File: src/rtl/lcd_nibble_driver.sv
// ---------------------------------------------------------------------------
// lcd_nibble_driver
//
// Drives the pins of a 4-bit HD44780-compatible character LCD from the
// nibble/strobe stream produced by the ALU's LCD instructions. One accepted
// write produces one complete nibble cycle on the pins:
// RS/D setup, E pulse, RS/D hold, then an idle gap. Busy is reported back
// to the ALU for the whole cycle.
//
// Optional feature (compile-time macro LCD_POWERUP_INIT_EN):
//   When defined, reset is followed by a power-up wait and the fixed
//   0x3,0x3,0x3,0x2 command nibble sequence that puts the panel into 4-bit
//   mode. User writes are ignored and busy stays high until it completes.
//   When undefined, the block is idle directly after reset and software is
//   responsible for panel initialisation.
//
// Ports:
//   Clock          in   system clock (rising edge active)
//   Reset          in   asynchronous active-low reset
//   iLCD_data[3:0] in   nibble to write
//   iLCD_rs        in   register select of the nibble (0 command, 1 data)
//   iLCD_writeEN   in   level-sensitive write request, sampled in IDLE only
//   oLCD_response  out  busy (init or transfer in progress)
//   oLCD_E         out  LCD enable
//   oLCD_RS        out  LCD register select
//   oLCD_RW        out  LCD read/write, always 0 (write only)
//   oLCD_D[3:0]    out  LCD data bus D7..D4
//
// All outputs come straight from flops; there is no combinational path
// from any input to any output.
// ---------------------------------------------------------------------------
module lcd_nibble_driver #(
    parameter int unsigned SETUP_CYCLES     = 2,
    parameter int unsigned E_PULSE_CYCLES   = 12,
    parameter int unsigned HOLD_CYCLES      = 1,
    parameter int unsigned GAP_CYCLES       = 2000,
    parameter int unsigned POWERUP_CYCLES   = 750000,
    parameter int unsigned INIT_GAP1_CYCLES = 205000,
    parameter int unsigned INIT_GAP2_CYCLES = 5000,
    parameter int unsigned CNT_W            = 20
) (
    input  logic       Clock,
    input  logic       Reset,
    input  logic [3:0] iLCD_data,
    input  logic       iLCD_rs,
    input  logic       iLCD_writeEN,
    output logic       oLCD_response,
    output logic       oLCD_E,
    output logic       oLCD_RS,
    output logic       oLCD_RW,
    output logic [3:0] oLCD_D
);

    // Counter reload values: a state lasting N cycles is entered with N-1
    // and advances on the cycle the counter reads 0.
    localparam logic [CNT_W-1:0] LD_SETUP = CNT_W'(SETUP_CYCLES - 1);
    localparam logic [CNT_W-1:0] LD_PULSE = CNT_W'(E_PULSE_CYCLES - 1);
    localparam logic [CNT_W-1:0] LD_HOLD  = CNT_W'(HOLD_CYCLES - 1);
    localparam logic [CNT_W-1:0] LD_GAP   = CNT_W'(GAP_CYCLES - 1);

`ifdef LCD_POWERUP_INIT_EN
    localparam logic [CNT_W-1:0] LD_POWERUP = CNT_W'(POWERUP_CYCLES - 1);
    localparam logic [CNT_W-1:0] LD_IGAP1   = CNT_W'(INIT_GAP1_CYCLES - 1);
    localparam logic [CNT_W-1:0] LD_IGAP2   = CNT_W'(INIT_GAP2_CYCLES - 1);

    typedef enum logic [3:0] {
        S_POWERUP,
        S_INIT_SETUP,
        S_INIT_PULSE,
        S_INIT_HOLD,
        S_INIT_GAP,
        S_IDLE,
        S_SETUP,
        S_PULSE,
        S_HOLD,
        S_GAP
    } state_t;

    localparam state_t RESET_STATE = S_POWERUP;
`else
    typedef enum logic [2:0] {
        S_IDLE,
        S_SETUP,
        S_PULSE,
        S_HOLD,
        S_GAP
    } state_t;

    localparam state_t RESET_STATE = S_IDLE;
`endif

    state_t           state_q, state_d;
    logic [CNT_W-1:0] cnt_q, cnt_d;
    logic [3:0]       d_q, d_d;
    logic             rs_q, rs_d;
    logic             e_q, e_d;
    logic             resp_q, resp_d;
`ifdef LCD_POWERUP_INIT_EN
    logic [1:0]       idx_q, idx_d;     // which init nibble is in flight
    logic [CNT_W-1:0] init_gap_ld;
`endif

    logic             cnt_zero;
    logic [CNT_W-1:0] cnt_dec;

    assign cnt_zero = (cnt_q == '0);
    assign cnt_dec  = cnt_q - 1'b1;

`ifdef LCD_POWERUP_INIT_EN
    // The first two init nibbles need the long datasheet waits; the last
    // two use the ordinary inter-nibble gap.
    always_comb begin
        init_gap_ld = LD_GAP;
        case (idx_q)
            2'd0:    init_gap_ld = LD_IGAP1;
            2'd1:    init_gap_ld = LD_IGAP2;
            default: init_gap_ld = LD_GAP;
        endcase
    end
`endif

    // -----------------------------------------------------------------------
    // Next-state logic
    // -----------------------------------------------------------------------
    always_comb begin
        state_d = state_q;
        cnt_d   = cnt_q;
        d_d     = d_q;
        rs_d    = rs_q;
`ifdef LCD_POWERUP_INIT_EN
        idx_d   = idx_q;
`endif

        case (state_q)
`ifdef LCD_POWERUP_INIT_EN
            // Reset clears the counter, so the power-up wait counts upwards
            // from 0; the reset cycle itself is the first counted cycle and
            // the first edge after release continues the count.
            S_POWERUP: begin
                if (cnt_q == LD_POWERUP) begin
                    state_d = S_INIT_SETUP;
                    cnt_d   = LD_SETUP;
                    d_d     = 4'h3;
                    rs_d    = 1'b0;
                    idx_d   = 2'd0;
                end else begin
                    cnt_d = cnt_q + 1'b1;
                end
            end
            S_INIT_SETUP: begin
                if (cnt_zero) begin
                    state_d = S_INIT_PULSE;
                    cnt_d   = LD_PULSE;
                end else begin
                    cnt_d = cnt_dec;
                end
            end
            S_INIT_PULSE: begin
                if (cnt_zero) begin
                    state_d = S_INIT_HOLD;
                    cnt_d   = LD_HOLD;
                end else begin
                    cnt_d = cnt_dec;
                end
            end
            S_INIT_HOLD: begin
                if (cnt_zero) begin
                    state_d = S_INIT_GAP;
                    cnt_d   = init_gap_ld;
                end else begin
                    cnt_d = cnt_dec;
                end
            end
            S_INIT_GAP: begin
                if (cnt_zero) begin
                    if (idx_q == 2'd3) begin
                        state_d = S_IDLE;
                    end else begin
                        state_d = S_INIT_SETUP;
                        cnt_d   = LD_SETUP;
                        idx_d   = idx_q + 2'd1;
                        // Fourth nibble is 0x2 (switch to 4-bit mode).
                        d_d     = (idx_q == 2'd2) ? 4'h2 : 4'h3;
                        rs_d    = 1'b0;
                    end
                end else begin
                    cnt_d = cnt_dec;
                end
            end
`endif
            S_IDLE: begin
                if (iLCD_writeEN) begin
                    state_d = S_SETUP;
                    cnt_d   = LD_SETUP;
                    d_d     = iLCD_data;
                    rs_d    = iLCD_rs;
                end
            end
            S_SETUP: begin
                if (cnt_zero) begin
                    state_d = S_PULSE;
                    cnt_d   = LD_PULSE;
                end else begin
                    cnt_d = cnt_dec;
                end
            end
            S_PULSE: begin
                if (cnt_zero) begin
                    state_d = S_HOLD;
                    cnt_d   = LD_HOLD;
                end else begin
                    cnt_d = cnt_dec;
                end
            end
            S_HOLD: begin
                if (cnt_zero) begin
                    state_d = S_GAP;
                    cnt_d   = LD_GAP;
                end else begin
                    cnt_d = cnt_dec;
                end
            end
            S_GAP: begin
                if (cnt_zero) begin
                    state_d = S_IDLE;
                end else begin
                    cnt_d = cnt_dec;
                end
            end
            default: begin
                state_d = RESET_STATE;
                cnt_d   = '0;
            end
        endcase
    end

    // E and busy are registered copies of decodes of the *next* state so the
    // pins change on the same edge the state does.
    always_comb begin
        e_d    = (state_d == S_PULSE);
`ifdef LCD_POWERUP_INIT_EN
        e_d    = e_d | (state_d == S_INIT_PULSE);
`endif
        resp_d = (state_d != S_IDLE);
    end

    // -----------------------------------------------------------------------
    // State and output registers; reset aborts any E pulse immediately.
    // -----------------------------------------------------------------------
    always_ff @(posedge Clock or negedge Reset) begin
        if (!Reset) begin
            state_q <= RESET_STATE;
            cnt_q   <= '0;
            d_q     <= 4'h0;
            rs_q    <= 1'b0;
            e_q     <= 1'b0;
            resp_q  <= 1'b1;
`ifdef LCD_POWERUP_INIT_EN
            idx_q   <= 2'd0;
`endif
        end else begin
            state_q <= state_d;
            cnt_q   <= cnt_d;
            d_q     <= d_d;
            rs_q    <= rs_d;
            e_q     <= e_d;
            resp_q  <= resp_d;
`ifdef LCD_POWERUP_INIT_EN
            idx_q   <= idx_d;
`endif
        end
    end

    assign oLCD_response = resp_q;
    assign oLCD_E        = e_q;
    assign oLCD_RS       = rs_q;
    assign oLCD_RW       = 1'b0;
    assign oLCD_D        = d_q;

endmodule

File: config.mk
export PLATFORM = sky130hd
export DESIGN_NAME = lcd_nibble_driver
export DESIGN_NICKNAME = d
export VERILOG_FILES = /design/src/rtl/lcd_nibble_driver.sv
export SDC_FILE = /design/constraint.sdc
export NUM_CORES = 1
export LEC_CHECK = 0
export ABC_AREA = 1
export ABC_CLOCK_PERIOD_IN_PS = 4500
export BUFFER_PORTS_ARGS = -buffer_cell sky130_fd_sc_hd__buf_2
export CORE_UTILIZATION = 40
export CTS_CLUSTER_SIZE = 30
export DETAILED_ROUTE_END_ITERATION = 10
export GPL_ROUTABILITY_DRIVEN = 0
export PLACE_DENSITY_LB_ADDON = 0.05
export SLEW_MARGIN = 10
export SYNTH_ARGS = -nofsm -noshare
export SYNTH_HDL_FRONTEND = slang
export SYNTH_SLANG_ARGS = --single-unit
File: constraint.sdc
create_clock -name Clock -period 4.5 [get_ports Clock]
set_input_delay 0 -clock Clock [delete_from_list [all_inputs] [get_ports Clock]]
set_output_delay 0 -clock Clock [all_outputs]
set_load 0.02 [all_outputs]
==> reports/metrics.yaml <==
synthesis:
  synth_area_um2: 1822
  syn_avg_cell_area_um2: 7.497
  synth_edf_count: 0
  synth_seq_cells: 30
  yosys_most_used_dff: "dfrtp_1"
  yosysUniqueCellTypes: 31
  async_flop_share_pct: 100.0
  yosys_warnings: 0
  ys_seq_area_share_pct: 41.28
  synth_nets: 252
  synthCells: 243
clocking:
  clk_pin_slew_ns: 0.07
  clock_latency_ns: 0.28
  cts_buffers: 5
  cts_tree: "built"
  ctsHtreeMaxLevel: 2
  clock-sinks: 30
  cts-root-buf: "clkbuf_8"
  cts_max_path_buffers: 2
  cts_setup_buffers: 0
global_routing:
  grt_pass1_wl_um: 6975
  grt-ovfl-total: 0
  grt_start_max_net_pins: 31
  antenna_found_initial: 0
  grt_usage_pct: 18.58
  grt_pass1_vias: 1523
floorplan:
  die_area_um2: 4828
  die_w_um: 69.49
  initial_core_util_pct: 41.84
  io_pins: 16
  rows: 24
  die_h_um: 69.49
  core_area_um2: 4354
power_and_ir_drop:
  power.leakage_nw: 1.137
  clkPwrFrac_pct: 44.6
  p_switching_mw: 0.1116
  swShare_pct: 21.88
  pwr-share-comb_pct: 2.6
  internal-power_mw: 0.3985
  powerDensity_nw_per_um2: 245.5
  pwr-share-seq_pct: 52.9
  ir_drop_uv: 120.1
job:
  drv_cap: 0
finish:
  antenna-diode-count: 0
  layout.nets: 276
  layout_common_cells: "58 x nand2_1, 38 x nor2_1, 34 x inv_1"
  final_area_um2: 2078
  multi_input_area_um2: 893.4
  regArea_um2: 752.0
  area_growth_pct: 14.08
  layout_commonest_cell: "nand2_1"
  fillers: 417
  drive_gt1_share_pct: 18.28
sta:
  final_hold_viol_count: 0
  holdWs_ns: 0.1819
  finClkSkew_ns: 0.006267
  worst_pin_slew_ns: 0.6967
  setup_slack_ns: 2.551
  setup_viol: 0
  fin_setup_tns_ns: 0
  max_freq_mhz: 513.1
  post-route-min-period_ns: 1.949
  slew_violations: 0
  slew_headroom_pct: 53.55
  period_share_pct: 43.31
  rsz0062_at_grt: "false"
routing:
  vias_per_cell: 4.794
  drtIter0Drc: 119
  drc: 0
  final_antenna_net_count: 0
  firstDrtPassIters: 4
  num_vias: 1534
  wl_per_cell_um: 12.40
  drt-total-wl_um: 3967
placement:
  io_buffers: 14
  place_area_um2: 1927
  dp_slack_ns: 2.561
  hpwl_um: 2868
setup_path:
  crit_fanout: 8
  worstSetupStartpointType: "register"
  crit_path_end_kind: "register"
  worstPathRequired_ns: 4.66
  cp.arrival_ns: 2.11
  crit_type: "reg -> reg"
run_status:
  status: "completed"
hold_path:
  hold_class: "in -> reg"
[kinds of logic after synthesis]
| logic type | synth area share, % |
|---|---|
| xor gates and xnor gates | 3.365 |
| AOI/OAI and AO/OA | 5.357 |
| DFF | 41.28 |
| buffers and inverters | 9.684 |
| adders and majority gates | 0.6867 |
| other | 0.2058 |
| and+or+nand+nor | 36.33 |
| muxes | 3.090 |
[power groups by stage]
stage               combinational, mW  sequential, mW  clock (mW)
finish                         0.0132           0.270       0.227
global route                   0.0150           0.269       0.245
CTS                            0.0138           0.270       0.236
detailed placement            0.00989           0.275           0
global placement              0.00964           0.275           0
floorplan                     0.00168           0.275           0
[routing by layer]
| metal | up-vias | global-route usage [%] | wire length (um) |
|---|---|---|---|
| li1 | 803 | - | - |
| met1 | 690 | 25.51 | 2052 |
| met4 | 0 | 8.163 | 90 |
| met2 | 35 | 27.83 | 1688 |
| met5 | - | 0 | 0 |
| met3 | 6 | 4.360 | 136 |
[final timing paths]
path	from	to	slack, ns	cells after the start
setup / recovery	cnt_q[0]	cnt_q[11]	2.55	11
max in group asynchronous	Reset	cnt_q[5]	3.75	2
setup reg to reg	cnt_q[0]	cnt_q[11]	2.55	11
hold / removal	iLCD_writeEN	state_q[0]	0.18	3
hold reg to reg	cnt_q[1]	cnt_q[1]	0.48	2
min in group asynchronous	Reset	cnt_q[3]	0.30	2
[state kept, by name, summed over array words and instances (netlist names)]
signal / cells
cnt_q: 20
state_q: 3
oLCD_E: 1
oLCD_D: 4
oLCD_response: 1
oLCD_RS: 1
[per-stage QoR]
stage / util (%) / power (mW) / instances
2_1_floorplan: - / 0.2765 / 243
3_3_place_gp: 44.25 / 0.2843 / 306
3_5_place_dp: 44.25 / 0.2846 / 306
4_1_cts: 47.73 / 0.5189 / 320
5_1_grt: 47.73 / 0.5291 / 320
6_report: 47.73 / 0.5102 / 320
[cells in the mapped netlist, drive strengths merged (2+ instances only)]
| cell type | count | area, um2 |
|---|---|---|
| nor3 | 6 | 30.03 |
| nor2 | 47 | 222.7 |
| a21oi | 2 | 10.01 |
| inv | 39 | 146.4 |
| o21ai | 12 | 60.05 |
| nand4 | 7 | 58.81 |
| buf | 3 | 30.03 |
| nor4 | 2 | 12.51 |
| dfrtp | 29 | 725.7 |
| nand3 | 13 | 77.58 |
| o22ai | 2 | 12.51 |
| nand2 | 63 | 254.0 |
| xor2 | 6 | 52.55 |
| mux2 | 5 | 56.30 |
[area by class of cell]
class | count | area share (%)
Inverter | 39 | 7.044
Timing Repair Buffer | 20 | 6.261
Sequential cell | 30 | 36.18
Clock buffer | 7 | 4.154
Tap cell | 52 | 3.131
Multi-Input combinational cell | 171 | 42.99
Clock inverter | 1 | 0.2408
[what timing repair did]
item	in CTS	in global routing
resized for setup	0	0
hold endpoints to repair	34	0
setup endpoints to repair	0	0
hold buffers	6	0
[worst max-delay path, stage by stage, from the launching register on]
cell,delay [ns]
dfrtp_1,0.41
inv_1,0.09
ha_1,0.20
nand2_2,0.13
nor2_8,0.20
nand3_4,0.14
nand2_1,0.10
nand2_1,0.06
nand2_2,0.18
inv_1,0.17
nand2_1,0.10
a21oi_1,0.04
Power figures use the tool's default switching activity.
